`src/rtl/mem_bus_arbiter.sv`:
```
// Two-requester line-burst arbiter between the I-cache and D-cache miss handlers and main memory.
// Define ARB_ROUND_ROBIN_EN to break I/D ties by last owner instead of fixed D-over-I priority.
module mem_bus_arbiter #(
  parameter int unsigned LINE_WORDS = 4,
  parameter int unsigned IDX_W      = $clog2(LINE_WORDS)
) (
  input  logic             CPU_CLK,
  input  logic             CPU_RST_N,
  input  logic             IReq,
  input  logic [31:0]      IAddr,
  output logic             IDone,
  input  logic             DReq,
  input  logic             DWe,
  input  logic [31:0]      DAddr,
  input  logic [31:0]      DWData,
  output logic             DDone,
  output logic             GntI,
  output logic             GntD,
  output logic [IDX_W-1:0] WordIdx,
  output logic [31:0]      RdData,
  output logic             RdValid,
  output logic             MemReq,
  output logic             MemWe,
  output logic [31:0]      MemAddr,
  output logic [31:0]      MemWData,
  input  logic [31:0]      MemRData,
  input  logic             MemAck
);

  localparam int unsigned BASE_W = 30 - IDX_W;

  localparam logic [1:0] StIdle = 2'd0;
  localparam logic [1:0] StXfer = 2'd1;
  localparam logic [1:0] StDone = 2'd2;

  localparam logic [IDX_W-1:0] LastIdx = IDX_W'(LINE_WORDS - 1);

  logic [1:0]        state_q, state_d;
  logic              gnt_i_q, gnt_i_d;
  logic              gnt_d_q, gnt_d_d;
  logic              we_q, we_d;
  logic [BASE_W-1:0] base_q, base_d;
  logic [IDX_W-1:0]  idx_q, idx_d;
  logic              pick_d;
  logic              any_req;
  logic              in_xfer;
  logic              rd_xfer;

  // Word-offset bits of the request addresses are deliberately ignored.
  logic unused_addr_bits;
  assign unused_addr_bits = ^{IAddr[1+IDX_W:0], DAddr[1+IDX_W:0]};

  assign any_req = IReq | DReq;

`ifdef ARB_ROUND_ROBIN_EN
  // Last owner: 0 = I, 1 = D. Resetting to I hands the first tie to D.
  logic last_d_q;

  assign pick_d = (IReq && DReq) ? ~last_d_q : DReq;

  always_ff @(posedge CPU_CLK or negedge CPU_RST_N) begin
    if (!CPU_RST_N) begin
      last_d_q <= 1'b0;
    end else if (state_q == StIdle && any_req) begin
      last_d_q <= pick_d;
    end
  end
`else
  assign pick_d = DReq;
`endif

  always_comb begin
    state_d = state_q;
    gnt_i_d = gnt_i_q;
    gnt_d_d = gnt_d_q;
    we_d    = we_q;
    base_d  = base_q;
    idx_d   = idx_q;
    unique case (state_q)
      StIdle: begin
        if (any_req) begin
          state_d = StXfer;
          gnt_d_d = pick_d;
          gnt_i_d = ~pick_d;
          we_d    = pick_d & DWe;
          base_d  = pick_d ? DAddr[31:2+IDX_W] : IAddr[31:2+IDX_W];
          idx_d   = '0;
        end
      end
      StXfer: begin
        if (MemAck) begin
          idx_d = idx_q + IDX_W'(1);
          if (idx_q == LastIdx) begin
            state_d = StDone;
          end
        end
      end
      StDone: begin
        state_d = StIdle;
        gnt_i_d = 1'b0;
        gnt_d_d = 1'b0;
        we_d    = 1'b0;
      end
      default: begin
        state_d = StIdle;
        gnt_i_d = 1'b0;
        gnt_d_d = 1'b0;
        we_d    = 1'b0;
      end
    endcase
  end

  always_ff @(posedge CPU_CLK or negedge CPU_RST_N) begin
    if (!CPU_RST_N) begin
      state_q <= StIdle;
      gnt_i_q <= 1'b0;
      gnt_d_q <= 1'b0;
      we_q    <= 1'b0;
      base_q  <= '0;
      idx_q   <= '0;
    end else begin
      state_q <= state_d;
      gnt_i_q <= gnt_i_d;
      gnt_d_q <= gnt_d_d;
      we_q    <= we_d;
      base_q  <= base_d;
      idx_q   <= idx_d;
    end
  end

  assign in_xfer = (state_q == StXfer);
  assign rd_xfer = in_xfer & ~we_q;

  // Only read data/valid and write data pass straight through; the rest is register-decoded.
  always_comb begin
    GntI     = gnt_i_q;
    GntD     = gnt_d_q;
    WordIdx  = idx_q;
    IDone    = (state_q == StDone) & gnt_i_q;
    DDone    = (state_q == StDone) & gnt_d_q;
    MemReq   = in_xfer;
    MemWe    = in_xfer & we_q;
    MemAddr  = in_xfer ? {base_q, idx_q, 2'b00} : 32'h0;
    MemWData = (in_xfer && we_q) ? DWData : 32'h0;
    RdValid  = rd_xfer & MemAck;
    RdData   = rd_xfer ? MemRData : 32'h0;
  end

  gnt_exclusive_a: assert property (@(posedge CPU_CLK) disable iff (!CPU_RST_N)
    !(GntI && GntD));
  req_has_owner_a: assert property (@(posedge CPU_CLK) disable iff (!CPU_RST_N)
    MemReq |-> (GntI || GntD));

endmodule

```
`config.mk`:
```
export PLATFORM = sky130hd
export DESIGN_NAME = mem_bus_arbiter
export DESIGN_NICKNAME = d
export VERILOG_FILES = /design/src/rtl/mem_bus_arbiter.sv
export SDC_FILE = /design/constraint.sdc
export NUM_CORES = 1
export LEC_CHECK = 0
export CORE_AREA = 2 2 93 95
export DETAILED_ROUTE_END_ITERATION = 7
export DIE_AREA = 0 0 95 97
export GPL_ROUTABILITY_DRIVEN = 0
export PLACE_DENSITY = 0.82
export SLEW_MARGIN = 40
export SYNTH_ARGS = -nofsm -noshare
export SYNTH_HDL_FRONTEND = slang
export SYNTH_SLANG_ARGS = --single-unit
```
`constraint.sdc`:
```
create_clock -name CPU_CLK -period 4.65 [get_ports CPU_CLK]
set_input_delay 1.395 -clock CPU_CLK [delete_from_list [all_inputs] [get_ports CPU_CLK]]
set_output_delay 1.395 -clock CPU_CLK [all_outputs]
set_load 0.02 [all_outputs]
```
==> summary.txt, run 1 <==
Synth
  • Post-synthesis sequential area ratio: 36.3%
  • Number of enable flip-flop cells after synthesis: 0
  • Post-synth ARST share: 100%
  • Distinct cell type count after synthesis: 28
  • Mapped Area: 0.00242 sq mm
  • Cells after Synth: 240
  • Synthesis-stage register bit count: 35
  • Area leader, netlist: dfrtp_1
  • Yosys top cell area share: 36.3%
  • Largest cells by area after synthesis: dfrtp_1 36%, mux2_2 22%, and2_1 17%
  • Predominant post-synthesis flop cell: dfrtp_1
  • Syn. warnings: 0
  • Post-Syn Area per Cell: 10.1 sq um

Hold path
  • Hold path depth: 1
  • Worst hold path class: register to register
  • HP Start: base_q[8]$_DFFE_PN0P_

Setup path
  • Worst Path Required: 3.25 ns
  • Crit path max fanout: 7
  • Type of the worst setup path: primary input to output port
  • Worst EP arrival: 2.76 ns
  • Crit path from: MemAck
  • RR Startpoint: state_q[0]$_DFFE_PN0P_
  • CP endpoint kind: output port
  • R2R depth: 3
  • CP startpoint kind: primary input

Layout
  • Layout Utilization: 59.2%
  • Area grow syn2layout: 99.4%
  • Antenna Cells: 0
  • Nets@finish: 592
  • # fillers: 688
  • Layout cell share with drive strength beyond 1: 14.2%
  • Final instance area: 0.00482 sq mm
  • Multi-input gate area: 0.00142 sq mm
  • Storage cell area: 876 sq um

STA
  • Setup Total Neg Slack: 0 ns
  • Fin crit period: 4.15 ns
  • Fin. Hold Viols: 0
  • Max-slew headroom at the worst pin: 64.8%
  • Slew @ Worst Pin: 0.528 ns
  • Final Setup Violations: 0
  • Final setup margin: 0.497 ns
  • Slew Limit Fails: 0
  • Fmax: 0.241 GHz
  • RSZ-0062 raised after global routing: no
  • Final setup skew: 0.00935 ns
  • Crit share post-route: 89.3%
  • WHS: 0.478 ns

Routing
  • Total Wirelength: 8950 microns
  • Drc violations: 0
  • Initial DRC count: 64
  • Post-route ant nets: 0
  • Avg WL per Cell: 15.9 microns
  • Vias: 2,511
  • Via-per-instance ratio: 4.46
  • Drt first pass iters: 4

Placed design
  • Hpwl dp: 7120 microns
  • Pre-CTS WS: 0.481 ns
  • Buffers on Ports: 228
  • Post-Place Cell Area: 0.00473 sq mm

Power
  • Internal power: 1.54 mW
  • Worst vdd ir: 0.000230 V
  • P_leak: 1.99 nW
  • Comb pwr share: 71.8%
  • Power per standard cell area: 556 mW/mm^2
  • Flop pwr share: 20.1%
  • Clk network pwr share: 8.1%
  • Sw frac: 42.3%
  • P_sw: 1.13 mW

CTS
  • Clock Sinks: 35
  • Clock buffer depth: 2
  • Setup bufs post-CTS: 0
  • CTS tree: yes
  • Clock buffer count from CTS: 5
  • Worst-path clk slew: 0.07 ns
  • Clock Latency Late Sink: 0.29 ns
  • CTS resizes: 0
  • CTS H-tree lvls: 2
  • CTS Root Cell: clkbuf_8
  • Hold_buf cts: 0

Global route
  • First-pass GRT wire length: 13,600 microns
  • Largest net degree at the start of global routing: 67
  • Global route overflow: 0
  • Vias in the first global route: 2,561
  • Initial antenna violation count: 0
  • Total Routing Usage GR: 19.3%

Floorplan
  • Chip height: 97 microns
  • Starting Density: 29.7%
  • Die X: 95 microns
  • I/O Pins: 239
  • DIE AREA: 0.00922 sq mm
  • Core Area: 0.00813 sq mm
  • Row count: 33

Job
  • Max Cap Viol: 0

Run status
  • Status: completed
==> power by group through the flow <==
stage	Sequential, mW	Clock [mW]	Combinational (mW)
floorplan	0.533	0	1.03
global placement	0.533	0	1.92
detailed placement	0.544	0	1.94
CTS	0.539	0.224	1.95
global route	0.562	0.240	2.06
finish	0.537	0.217	1.92
==> registers in the layout, indices dropped and copies added, names as in the netlist <==
signal   count
base_q      28
GntI         1
WordIdx      2
state_q      2
GntD         1
we_q         1
==> cell type report <==
class	count	area share (%)
clock inverter	2	0.260
inverter	1	0.0779
multi-input combinational	182	29.5
timing repair buffer	232	47.7
clock buffer	6	1.51
tap	105	2.73
sequential	35	18.2
==> cells in the final DEF, fill, tap and decap left out, drive strengths merged, types with 2 or more instances in the layout <==
| cell | count |
|---|---|
| dfrtp | 35 |
| and2b | 2 |
| mux2 | 56 |
| and3 | 33 |
| nor2 | 2 |
| o21ai | 4 |
| buf | 9 |
| clkdlybuf4s50 | 223 |
| nor2b | 2 |
| nand2 | 4 |
| a21oi | 2 |
| clkbuf | 6 |
| and2 | 64 |
| conb | 2 |
| nor3b | 2 |
| nor3 | 2 |
==> per-layer routing <==
layer | global-route usage, % | part of all wire, %
met5 | 0 | 0
met3 | 9.74 | 13
met1 | 20.5 | 36
met2 | 34.3 | 50
met4 | 3.34 | 0.64
==> final timing paths <==
check	end	slack [ns]
min reg2reg	base_q[8]$_DFFE_PN0P_	0.48
max reg2reg	base_q[25]$_DFFE_PN0P_	3.04
min	base_q[8]$_DFFE_PN0P_	0.48
min in group asynchronous	base_q[4]$_DFFE_PN0P_	1.05
max in group asynchronous	WordIdx[1]$_DFFE_PN0P_	3.27
max	RdValid	0.50
==> cells in the mapped netlist, types with 2 or more instances <==
| cell type | number |
|---|---|
| and2_1 | 64 |
| mux2_2 | 47 |
| dfrtp_1 | 35 |
| and3_1 | 33 |
| clkbuf_1 | 12 |
| mux2_1 | 9 |
| buf_2 | 4 |
| nand2_1 | 4 |
| o21ai_0 | 4 |
| buf_4 | 3 |
| buf_6 | 3 |
| a21oi_1 | 2 |
| and2b_1 | 2 |
| nor2_1 | 2 |
| nor2b_1 | 2 |
| nor3b_1 | 2 |
==> kinds of logic after synthesis <==
group,Yosys count,share of synthesized area (%)
and+or+nand+nor,114,29.4
adders and majority gates,1,0.518
DFF,35,36.3
AOI/OAI and AO/OA,9,2.18
buffers and inverters,24,5.39
muxes,56,26.1
other,1,0.155
==> critical path, stage by stage <==
cell and delay [ns]:
clkdlybuf4s50_1 0.59, and2_1 0.16, clkdlybuf4s50_1 0.61
==> stage by stage <==
step                      total power, mW  std cells
after detailed placement             2.48        555
after global placement               2.45        555
after floorplan                      1.57        241
after global routing                 2.86        563
final                                2.68        563
after CTS                            2.71        563
Power figures use the tool's default switching activity.
==> run 2, diff against run 1 <==
--- a/config.mk
+++ b/config.mk
@@ -10,6 +10,7 @@
 export DIE_AREA = 0 0 95 97
 export GPL_ROUTABILITY_DRIVEN = 0
 export PLACE_DENSITY = 0.82
+export REMOVE_ABC_BUFFERS = 1
 export SLEW_MARGIN = 40
 export SYNTH_ARGS = -nofsm -noshare
 export SYNTH_HDL_FRONTEND = slang
==> summary.txt, run 2 (synthesis gave the netlist of run 1 again) <==
Routing
  • Drt first pass iters: 4
  • Via-per-instance ratio: 4.57
  • Avg WL per Cell: 16.0 microns
  • Post-route ant nets: 0
  • Initial DRC count: 66
  • Drc violations: 0
  • Total Wirelength: 9020 microns
  • Vias: 2,580

Power
  • Worst vdd ir: 0.000260 V
  • P_leak: 2.00 nW
  • Power per standard cell area: 556 mW/mm^2

Setup path
  • CP dominant cell by count: clkdlybuf4s50_1
  • Type of the worst setup path: primary input to output port
  • CP cell instances: clkdlybuf4s50_1, and2_1, clkdlybuf4s50_1
  • Critical path's top delay family: buffers and inverters
  • Crit path from: MemAck
  • CP endpoint kind: output port
  • CP startpoint kind: primary input
  • Crit path max fanout: 7
  • Slowest-stage cell, CP: clkdlybuf4s50_1
  • WP buf/inv: 2
  • RR Startpoint: state_q[0]$_DFFE_PN0P_
  • Worst EP arrival: 2.73 ns
  • CP peak stage delay: 0.60 ns
  • Worst Path Required: 3.25 ns

Floorplan
  • Row count: 33
  • Chip height: 97 microns
  • Die X: 95 microns
  • DIE AREA: 0.00922 sq mm
  • Starting Density: 29.7%
  • I/O Pins: 239
  • Core Area: 0.00813 sq mm

CTS
  • CTS Root Cell: clkbuf_8
  • Clock Latency Late Sink: 0.28 ns
  • Clock buffer count from CTS: 5
  • Worst-path clk slew: 0.07 ns
  • Clock Sinks: 35
  • CTS resizes: 0
  • CTS tree: yes
  • Hold_buf cts: 0
  • Setup bufs post-CTS: 0
  • CTS H-tree lvls: 2
  • Clock buffer depth: 2

Layout
  • Antenna Cells: 0
  • # fillers: 703
  • Largest register FFs: 28
  • Nets@finish: 593
  • Commonest non-fill, non-tap cell in the layout: clkdlybuf4s50_1
  • Layout Utilization: 59.6%
  • Layout cell share with drive strength beyond 1: 13.5%
  • Area grow syn2layout: 101%
  • Top reg by flops: base_q
  • Commonest non-fill, non-tap cells in the layout: 227 x clkdlybuf4s50_1, 64 x and2_1, 47 x mux2_2, 35 x dfrtp_1, 33 x and3_1

STA
  • Fmax: 0.242 GHz
  • Final Setup Violations: 0
  • Fin. Hold Viols: 0
  • Slew Limit Fails: 0
  • Crit share post-route: 88.8%
  • RSZ-0062 raised after global routing: no
  • Setup Total Neg Slack: 0 ns
  • Max-slew headroom at the worst pin: 49.3%
  • Fin crit period: 4.13 ns
  • Final setup skew: 0.00903 ns
  • Slew @ Worst Pin: 0.760 ns

Global route
  • First-pass GRT wire length: 13,900 microns
  • Global route overflow: 0
  • Initial antenna violation count: 0
  • Largest net degree at the start of global routing: 67
  • Vias in the first global route: 2,656
  • Total Routing Usage GR: 19.1%

Hold path
  • HP Start: base_q[27]$_DFFE_PN0P_
  • Worst hold path class: register to register

Run status
  • Status: completed

Job
  • Max Cap Viol: 0

Placed design
  • Buffers on Ports: 228
  • Hpwl dp: 6990 microns
run 2: changes by cell type in the layout (fill, tap and decap cells not counted), sizes merged:
cell / delta
buf: -3
clkdlybuf4s50: +4
run 2: worst register-to-register path, cell delays in order, from the launching register on:
cell,delay (ns)
dfrtp_1,0.51
nor3_4,0.37
buf_6,0.22
mux2_2,0.36
run 2: cell type report:
cell class	instances	area, sq um	area share, %
flip-flops and latches	35	876	18.1
inverters	1	3.75	0.0774
clock inverters	2	12.5	0.258
repair buffers	233	2330	48.1
clock buffers	6	72.6	1.50
multi-input cells	182	1420	29.3
well taps	105	131	2.71
run 2: routing by layer:
metal	vias to the layer above	GRT usage [%]	wire (microns)
met2	136	32.1	4210
met4	0	4.91	121
met3	8	7.55	986
met1	1191	22.6	3700
li1	1245	-	-
met5	-	0	0
run 2: through the flow:
| step | hold slack [ns] | cells | power (mW) | setup WS (ns) | cell area, sq um |
|---|---|---|---|---|---|
| after CTS | 0.489 | 563 | 2.72 | 0.515 | 4840 |
| after detailed placement | 0.472 | 555 | 2.49 | 0.516 | 4750 |
| after global placement | 0.459 | 555 | 2.45 | 0.545 | 4750 |
| final | 0.482 | 564 | 2.70 | 0.523 | 4850 |
| after floorplan | 0.449 | 218 | 1.50 | 1.01 | 2290 |
| after global routing | 0.502 | 564 | 2.87 | 0.478 | 4850 |
run 2: final timing paths:
path | slack, ns | endpoint | cells past startpoint
setup / recovery | 0.52 | RdValid | 3
hold / removal | 0.48 | base_q[27]$_DFFE_PN0P_ | 1
setup reg to reg | 3.08 | base_q[16]$_DFFE_PN0P_ | 3
hold reg to reg | 0.48 | base_q[27]$_DFFE_PN0P_ | 1
max in group asynchronous | 3.25 | base_q[8]$_DFFE_PN0P_ | 1
min in group asynchronous | 1.06 | base_q[4]$_DFFE_PN0P_ | 1
run 2: power breakdown:
part | switching [mW] | internal [mW] | leakage (nW)
sequential | 0.0839 | 0.455 | 0.416
clock | 0.114 | 0.105 | 0.0412
combinational | 0.939 | 1.00 | 1.54
total | 1.14 | 1.56 | 2.00
